### src/rtl/fft2d_sched_if.sv
// Handshake and buffer-address bundle between the 2D FFT pass scheduler and its surroundings.
// master: controller/datapath side; slave: the scheduler itself.
interface fft2d_sched_if #(
   parameter int LOG2_ROWS  = 5,
   parameter int LOG2_COLS  = 5,
   parameter int LOG2_LANES = 2
);
   localparam int AW = LOG2_ROWS + LOG2_COLS;
   localparam int P  = 1 << LOG2_LANES;

   logic start_i;
   logic mode_2d_i;
   logic abort_i;
   logic in_vld_i;
   logic in_rdy_o;
   logic out_rdy_i;
   logic out_vld_o;
   logic core_vld_i;
   logic core_start_o;
   logic core_vld_o;
   logic wen_o;
   logic ren_o;
   logic bank_wr_o;
   logic bank_rd_o;
   logic [P-1:0][AW-1:0] addr_wr_o;
   logic [P-1:0][AW-1:0] addr_rd_o;
   logic busy_o;
   logic done_o;

   modport master (
      output start_i, mode_2d_i, abort_i, in_vld_i, out_rdy_i, core_vld_i,
      input  in_rdy_o, out_vld_o, core_start_o, core_vld_o, wen_o, ren_o,
             bank_wr_o, bank_rd_o, addr_wr_o, addr_rd_o, busy_o, done_o
   );

   modport slave (
      input  start_i, mode_2d_i, abort_i, in_vld_i, out_rdy_i, core_vld_i,
      output in_rdy_o, out_vld_o, core_start_o, core_vld_o, wen_o, ren_o,
             bank_wr_o, bank_rd_o, addr_wr_o, addr_rd_o, busy_o, done_o
   );
endinterface

### src/rtl/fft2d_sched.sv
// Load / row / column / unload pass sequencer over a two-bank buffer; addresses, wen, ren are combinational,
// core_vld/out_vld follow ren by one cycle (buffer read latency); input never stalls, unload stalls on out_rdy_i.
module fft2d_sched #(
   parameter int LOG2_ROWS  = 5,
   parameter int LOG2_COLS  = 5,
   parameter int LOG2_LANES = 2
) (
   input logic         clk_i,
   input logic         rst_ni,
   fft2d_sched_if.slave bus
);
   localparam int AW  = LOG2_ROWS + LOG2_COLS;
   localparam int P   = 1 << LOG2_LANES;
   localparam int NB  = AW - LOG2_LANES;
   localparam int RSH = LOG2_ROWS - LOG2_LANES;
   localparam int CSH = LOG2_COLS - LOG2_LANES;

   localparam logic [NB-1:0] LAST  = '1;
   localparam logic [NB-1:0] RMASK = NB'((1 << RSH) - 1);
   localparam logic [NB-1:0] CMASK = NB'((1 << CSH) - 1);

   localparam logic [2:0] S_IDLE   = 3'd0;
   localparam logic [2:0] S_LOAD   = 3'd1;
   localparam logic [2:0] S_ROW    = 3'd2;
   localparam logic [2:0] S_COL    = 3'd3;
   localparam logic [2:0] S_UNLOAD = 3'd4;

   logic [2:0]    state;
   logic          mode_q;
   logic [NB-1:0] wr_cnt;
   logic [NB-1:0] rd_cnt;
   logic          rd_all;
   logic          core_vld_q;
   logic          out_vld_q;
   logic          beat0_q;
   logic          done_q;

   logic          in_rdy;
   logic          wen;
   logic          ren;
   logic          bank_wr;
   logic          bank_rd;
   logic          rd_beat0;
   logic [P-1:0][AW-1:0] addr_wr;
   logic [P-1:0][AW-1:0] addr_rd;

   // Linear beat counter -> sample index. Row-major is just {cnt, lane}.
   function automatic logic [AW-1:0] row_idx(input logic [NB-1:0] cnt, input int k);
      return (AW'(cnt) << LOG2_LANES) | AW'(k);
   endfunction

   // Transposed: line l = cnt / (R/P), beat b = cnt % (R/P), index = (b*P + k)*C + l.
   function automatic logic [AW-1:0] col_idx(input logic [NB-1:0] cnt, input int k);
      logic [AW-1:0] b;
      logic [AW-1:0] l;
      b = AW'(cnt & RMASK);
      l = AW'(cnt >> RSH);
      return (((b << LOG2_LANES) | AW'(k)) << LOG2_COLS) | l;
   endfunction

   always_comb begin
      in_rdy  = 1'b0;
      wen     = 1'b0;
      ren     = 1'b0;
      bank_wr = 1'b0;
      bank_rd = 1'b0;
      addr_wr = '0;
      addr_rd = '0;
      case (state)
         S_LOAD: begin
            in_rdy = 1'b1;
            wen    = bus.in_vld_i;
            for (int k = 0; k < P; k++) addr_wr[k] = row_idx(wr_cnt, k);
         end
         S_ROW: begin
            ren     = !rd_all;
            wen     = bus.core_vld_i;
            bank_wr = 1'b1;
            for (int k = 0; k < P; k++) begin
               addr_rd[k] = row_idx(rd_cnt, k);
               addr_wr[k] = row_idx(wr_cnt, k);
            end
         end
         S_COL: begin
            ren     = !rd_all;
            wen     = bus.core_vld_i;
            bank_rd = 1'b1;
            for (int k = 0; k < P; k++) begin
               addr_rd[k] = col_idx(rd_cnt, k);
               addr_wr[k] = col_idx(wr_cnt, k);
            end
         end
         S_UNLOAD: begin
            ren     = bus.out_rdy_i;
            bank_rd = !mode_q;
            for (int k = 0; k < P; k++)
               addr_rd[k] = mode_q ? col_idx(rd_cnt, k) : row_idx(rd_cnt, k);
         end
         default: ;
      endcase
   end

   always_comb begin
      rd_beat0 = 1'b0;
      if (state == S_ROW) rd_beat0 = (rd_cnt & CMASK) == '0;
      else if (state == S_COL) rd_beat0 = (rd_cnt & RMASK) == '0;
   end

   always_ff @(posedge clk_i or negedge rst_ni) begin
      if (!rst_ni) begin
         state      <= S_IDLE;
         mode_q     <= 1'b0;
         wr_cnt     <= '0;
         rd_cnt     <= '0;
         rd_all     <= 1'b0;
         core_vld_q <= 1'b0;
         out_vld_q  <= 1'b0;
         beat0_q    <= 1'b0;
         done_q     <= 1'b0;
      end else if (bus.abort_i) begin
         state      <= S_IDLE;
         wr_cnt     <= '0;
         rd_cnt     <= '0;
         rd_all     <= 1'b0;
         core_vld_q <= 1'b0;
         out_vld_q  <= 1'b0;
         beat0_q    <= 1'b0;
         done_q     <= 1'b0;
      end else begin
         core_vld_q <= ren && (state == S_ROW || state == S_COL);
         out_vld_q  <= ren && (state == S_UNLOAD);
         beat0_q    <= rd_beat0;
         done_q     <= 1'b0;
         case (state)
            S_IDLE: begin
               if (bus.start_i) begin
                  state  <= S_LOAD;
                  mode_q <= bus.mode_2d_i;
               end
            end
            S_LOAD: begin
               if (wen) begin
                  wr_cnt <= wr_cnt + 1'b1;
                  if (wr_cnt == LAST) state <= S_ROW;
               end
            end
            S_ROW, S_COL: begin
               if (ren) begin
                  rd_cnt <= rd_cnt + 1'b1;
                  if (rd_cnt == LAST) rd_all <= 1'b1;
               end
               // The pass ends on the last core write, not the last read: core latency is unbounded.
               if (wen) begin
                  wr_cnt <= wr_cnt + 1'b1;
                  if (wr_cnt == LAST) begin
                     state  <= (state == S_ROW && mode_q) ? S_COL : S_UNLOAD;
                     rd_cnt <= '0;
                     rd_all <= 1'b0;
                  end
               end
            end
            S_UNLOAD: begin
               if (ren) begin
                  rd_cnt <= rd_cnt + 1'b1;
                  if (rd_cnt == LAST) begin
                     state  <= S_IDLE;
                     done_q <= 1'b1;
                  end
               end
            end
            default: state <= S_IDLE;
         endcase
      end
   end

   assign bus.in_rdy_o     = in_rdy;
   assign bus.wen_o        = wen;
   assign bus.ren_o        = ren;
   assign bus.bank_wr_o    = bank_wr;
   assign bus.bank_rd_o    = bank_rd;
   assign bus.addr_wr_o    = addr_wr;
   assign bus.addr_rd_o    = addr_rd;
   assign bus.core_vld_o   = core_vld_q;
   assign bus.out_vld_o    = out_vld_q;
   assign bus.core_start_o = core_vld_q && beat0_q;
   assign bus.busy_o       = state != S_IDLE;
   assign bus.done_o       = done_q;
endmodule

### src/flat_wrapper.sv
// flat-port wrapper written by rule: the top's interface ports become plain ports
module fft2d_sched_flat 
#(
   parameter int LOG2_ROWS  = 5,
   parameter int LOG2_COLS  = 5,
   parameter int LOG2_LANES = 2
)
  (clk_i, rst_ni, bus_start_i, bus_mode_2d_i, bus_abort_i, bus_in_vld_i, bus_out_rdy_i, bus_core_vld_i, bus_in_rdy_o, bus_out_vld_o, bus_core_start_o, bus_core_vld_o, bus_wen_o, bus_ren_o, bus_bank_wr_o, bus_bank_rd_o, bus_addr_wr_o, bus_addr_rd_o, bus_busy_o, bus_done_o);
  fft2d_sched_if #(.LOG2_ROWS(LOG2_ROWS), .LOG2_COLS(LOG2_COLS), .LOG2_LANES(LOG2_LANES)) bus_i ();
  input logic clk_i;
  input logic rst_ni;
  input wire logic [$bits(bus_i.start_i)-1:0] bus_start_i;
  input wire logic [$bits(bus_i.mode_2d_i)-1:0] bus_mode_2d_i;
  input wire logic [$bits(bus_i.abort_i)-1:0] bus_abort_i;
  input wire logic [$bits(bus_i.in_vld_i)-1:0] bus_in_vld_i;
  input wire logic [$bits(bus_i.out_rdy_i)-1:0] bus_out_rdy_i;
  input wire logic [$bits(bus_i.core_vld_i)-1:0] bus_core_vld_i;
  output wire logic [$bits(bus_i.in_rdy_o)-1:0] bus_in_rdy_o;
  output wire logic [$bits(bus_i.out_vld_o)-1:0] bus_out_vld_o;
  output wire logic [$bits(bus_i.core_start_o)-1:0] bus_core_start_o;
  output wire logic [$bits(bus_i.core_vld_o)-1:0] bus_core_vld_o;
  output wire logic [$bits(bus_i.wen_o)-1:0] bus_wen_o;
  output wire logic [$bits(bus_i.ren_o)-1:0] bus_ren_o;
  output wire logic [$bits(bus_i.bank_wr_o)-1:0] bus_bank_wr_o;
  output wire logic [$bits(bus_i.bank_rd_o)-1:0] bus_bank_rd_o;
  output wire logic [$bits(bus_i.addr_wr_o)-1:0] bus_addr_wr_o;
  output wire logic [$bits(bus_i.addr_rd_o)-1:0] bus_addr_rd_o;
  output wire logic [$bits(bus_i.busy_o)-1:0] bus_busy_o;
  output wire logic [$bits(bus_i.done_o)-1:0] bus_done_o;
  assign bus_i.start_i = bus_start_i;
  assign bus_i.mode_2d_i = bus_mode_2d_i;
  assign bus_i.abort_i = bus_abort_i;
  assign bus_i.in_vld_i = bus_in_vld_i;
  assign bus_i.out_rdy_i = bus_out_rdy_i;
  assign bus_i.core_vld_i = bus_core_vld_i;
  assign bus_in_rdy_o = bus_i.in_rdy_o;
  assign bus_out_vld_o = bus_i.out_vld_o;
  assign bus_core_start_o = bus_i.core_start_o;
  assign bus_core_vld_o = bus_i.core_vld_o;
  assign bus_wen_o = bus_i.wen_o;
  assign bus_ren_o = bus_i.ren_o;
  assign bus_bank_wr_o = bus_i.bank_wr_o;
  assign bus_bank_rd_o = bus_i.bank_rd_o;
  assign bus_addr_wr_o = bus_i.addr_wr_o;
  assign bus_addr_rd_o = bus_i.addr_rd_o;
  assign bus_busy_o = bus_i.busy_o;
  assign bus_done_o = bus_i.done_o;
  fft2d_sched #(.LOG2_ROWS(LOG2_ROWS), .LOG2_COLS(LOG2_COLS), .LOG2_LANES(LOG2_LANES)) u_core (.clk_i(clk_i), .rst_ni(rst_ni), .bus(bus_i));
endmodule
### config.mk
export PLATFORM = sky130hd
export DESIGN_NAME = fft2d_sched_flat
export DESIGN_NICKNAME = d
export VERILOG_FILES = /design/src/rtl/fft2d_sched_if.sv /design/src/rtl/fft2d_sched.sv /design/src/flat_wrapper.sv
export SDC_FILE = /design/constraint.sdc
export NUM_CORES = 1
export LEC_CHECK = 0
export CAP_MARGIN = 20
export CORE_UTILIZATION = 44
export DETAILED_ROUTE_END_ITERATION = 6
export GPL_TIMING_DRIVEN = 0
export PLACE_DENSITY = 0.9
export REMOVE_ABC_BUFFERS = 1
export SLEW_MARGIN = 5
export SYNTH_ARGS = -nofsm -noshare
export SYNTH_HDL_FRONTEND = slang
export SYNTH_SLANG_ARGS = --single-unit
### constraint.sdc
create_clock -name clk_i -period 2.3 [get_ports clk_i]
set_input_delay 0.23 -clock clk_i [delete_from_list [all_inputs] [get_ports clk_i]]
set_output_delay 0.23 -clock clk_i [all_outputs]
set_load 0.005 [all_outputs]
==> metrics.txt <==
outcome=finished clean; Fmax=0.437 GHz; die area=0.00572 mm2; Reg clk slew, reported paths=0.09 ns; number of global-route vias before repair=2066; top_reg_cell synth=dfrtp_1; 1st-pass router iterations=5; largest net degree at the start of global routing=26; power per cell area=258 mW/mm2; CTS Buf Count=3; TNS Setup=0 ns; final worst path period share=99.4%; Routed WL per cell=17.8 um; most common cell after layout, fill and taps aside=clkdlybuf4s50_1; violation count after the first detailed-routing iteration=354; final hold vios=0; Core Footprint=0.00517 mm2; switching part of the total=27.3%; gr ovfl total=0; initial core utilization=46.2%; RSZ-0062 raised after global routing=yes; GR Util All Layers=22.9%; hold crit path type=in -> async; Worst EP arrival=2.06 ns; Leakage=1.66 nW; Final Max Tran Viols=0; htree depth=1; Worst-Skew Late Latency=0.28 ns; dpl cells=384; post-route ant nets=0; IO buf count=97; worst ir drop on vdd=0.243 mV; syn avg cell area=8.29 um2; Die Ht=75.7 um; Seq pwr share=53.0%; Async SR Flop Fraction=100%; Startpoint Class=register; area delta synth->final=44.5%; # setup viols final=0; synthesized instance count=288; GPL Wtd Cong=0.898; post-synth cell types=55; worst slew pin tran=0.590 ns; CTS tree=yes; P_sw=243 uW; Req. time, crit path=2.07 ns; Max-Slew Margin vs Limit=60.5%; deepest clock path buffer count=2; total chip power=a little under 900 uW; clock skew=0.00699 ns; Post-Syn Area=0.00239 mm2; Int Pwr=647 uW; max-cap violations=0; clock power share=30.5%; FP Rows=26; initial antenna violation count=0; worst setup path category=reg -> out; # nets final=358; Tmin final=2.29 ns; Post-Route WL=7400 um; Worst Path Max Fanout=18; Min Hold Slack=0.178 ns; EDFF count, synth=0; YS warnings=0; Clock Sinks=25; # DRC=0; Non-Filler Instances=about 420; Post-DP HPWL=4320 um; IO Pins=98; layout cells sized above 1=21.7%; combinational share of power=~17%; n_diodes=0; CTS root buf=clkbuf_8; register area share after synthesis=26.2%; first-pass GRT wire length=a little over 10000 um; Vias/cell=5.96; commonest cells after routing, fill and taps aside=75 x clkdlybuf4s50_1, 22 x buf_4, 21 x nor2_1, 21 x dlymetal6s2s_1, 21 x dfrtp_1; Core Util, Final=66.7%; CP endpoint kind=output pin; synthesized flop and latch total=25; via count=2480; chip width=75.7 um
## area by class of cell
| cell class | count | area (um2) |
|---|---|---|
| sequential | 25 | 638 |
| multi-input combinational | 189 | 1430 |
| clock buffer | 4 | 45.0 |
| timing repair buffer | 123 | 1230 |
| inverter | 5 | 18.8 |
| fill | 353 | 1720 |
| tap | 70 | 87.6 |
## cells by family (layout without fill, tap and decap cells)
family          after synthesis  count (layout)  synth area share [%]
buf+inv                      76             132                  21.0
simple gates                 96              98                  23.0
flops                        25              25                  26.2
fa+ha+maj                     3               3                  1.57
xor+xnor                      9               9                  3.30
mux                           9               9                  4.09
compound gates               70              70                  20.8
## cells in the mapped netlist (all sizes together) (2+ instances only)
| cell type | n | area share, % |
|---|---|---|
| dfrtp | 25 | 26 |
| buf | 59 | 18 |
| o2bb2ai | 3 | 1.1 |
| nand2 | 22 | 3.5 |
| ha | 3 | 1.6 |
| nand4 | 2 | 0.52 |
| nor3 | 4 | 0.84 |
| nor4 | 3 | 0.79 |
| a2111oi | 3 | 2.1 |
| nand2b | 7 | 1.8 |
| inv | 5 | 0.79 |
| a22oi | 9 | 2.8 |
| nand3b | 4 | 1.8 |
| a21boi | 2 | 0.63 |
| mux2i | 3 | 1.3 |
| nor2 | 25 | 4.0 |
| and2 | 6 | 1.6 |
| nand3 | 5 | 1.0 |
| a21oi | 14 | 2.9 |
| nor2b | 5 | 1.3 |
| nor3b | 4 | 1.9 |
| o22ai | 3 | 0.79 |
| clkbuf | 12 | 1.9 |
| o21ai | 15 | 3.1 |
| xnor2 | 8 | 2.9 |
| mux2 | 6 | 2.8 |
| o2111ai | 2 | 1.0 |
| o31ai | 2 | 0.63 |
| o211ai | 4 | 1.3 |
| and4 | 2 | 0.73 |
| a211oi | 7 | 2.2 |
## registers in the layout (all words and copies together), names as in the netlist
signal                 count
u_core.rd_all              1
u_core.bus.done_o          1
u_core.state               3
u_core.bus.core_vld_o      1
u_core.bus.out_vld_o       1
u_core.beat0_q             1
u_core.mode_q              1
u_core.wr_cnt              8
u_core.rd_cnt              8
## per-stage QoR
step	setup WS [ns]	cell area, um2
final	0.0141	3450
after global routing	-0.0457	3450
after CTS	-0.0353	3150
after detailed placement	-0.980	2960
after global placement	-0.884	2960
after floorplan	0.0840	1900
## critical path, stage by stage, from the launching register on
cell	delay, ns
dfrtp_4	0.62
nor2b_4	0.22
buf_4	0.15
a21oi_1	0.04
o22ai_1	0.19
clkdlybuf4s50_1	0.55
## final timing paths
path,end,slack [ns],depth (start not counted),startpoint
worst max-delay path,bus_addr_rd_o[21],0.01,5,u_core.state[2]
worst min-delay path,u_core.bus.core_vld_o,0.18,1,rst_ni
worst max register to register,u_core.rd_all,0.05,5,u_core.state[2]
worst min register to register,u_core.rd_all,0.58,1,u_core.rd_all
max in group asynchronous,u_core.state[1],1.68,2,rst_ni
min in group clk_i,u_core.mode_q,0.57,2,bus_mode_2d_i
## metal layers
layer  share of wire (%)  vias up  GRT usage, %  wire length (um)
li1                    -     1075             -                 -
met1                  40     1209          31.2              2980
met2                  50      177          38.3              3700
met3                 8.0       19          1.59               594
met4                 1.7        0          8.23               126
met5                   0        -             0                 0
## timing repair
action                                  4_1_cts  5_1_grt
hold buffers                                  0        0
endpoints found under the setup margin       97       73
gates resized for setup                      29       47
setup buffers                                 8       17
pin swaps                                     1        7
gates cloned                                  0        2
## power groups by stage
stage / clock network (mW) / logic, mW / registers, mW
final: 0.272 / 0.147 / 0.472
after global routing: 0.291 / 0.157 / 0.474
after CTS: 0.265 / 0.115 / 0.474
after detailed placement: 0 / 0.101 / 0.485
after global placement: 0 / 0.0977 / 0.484
after floorplan: 0 / 0.0442 / 0.476
No activity file was read; power rests on OpenSTA's default activity.
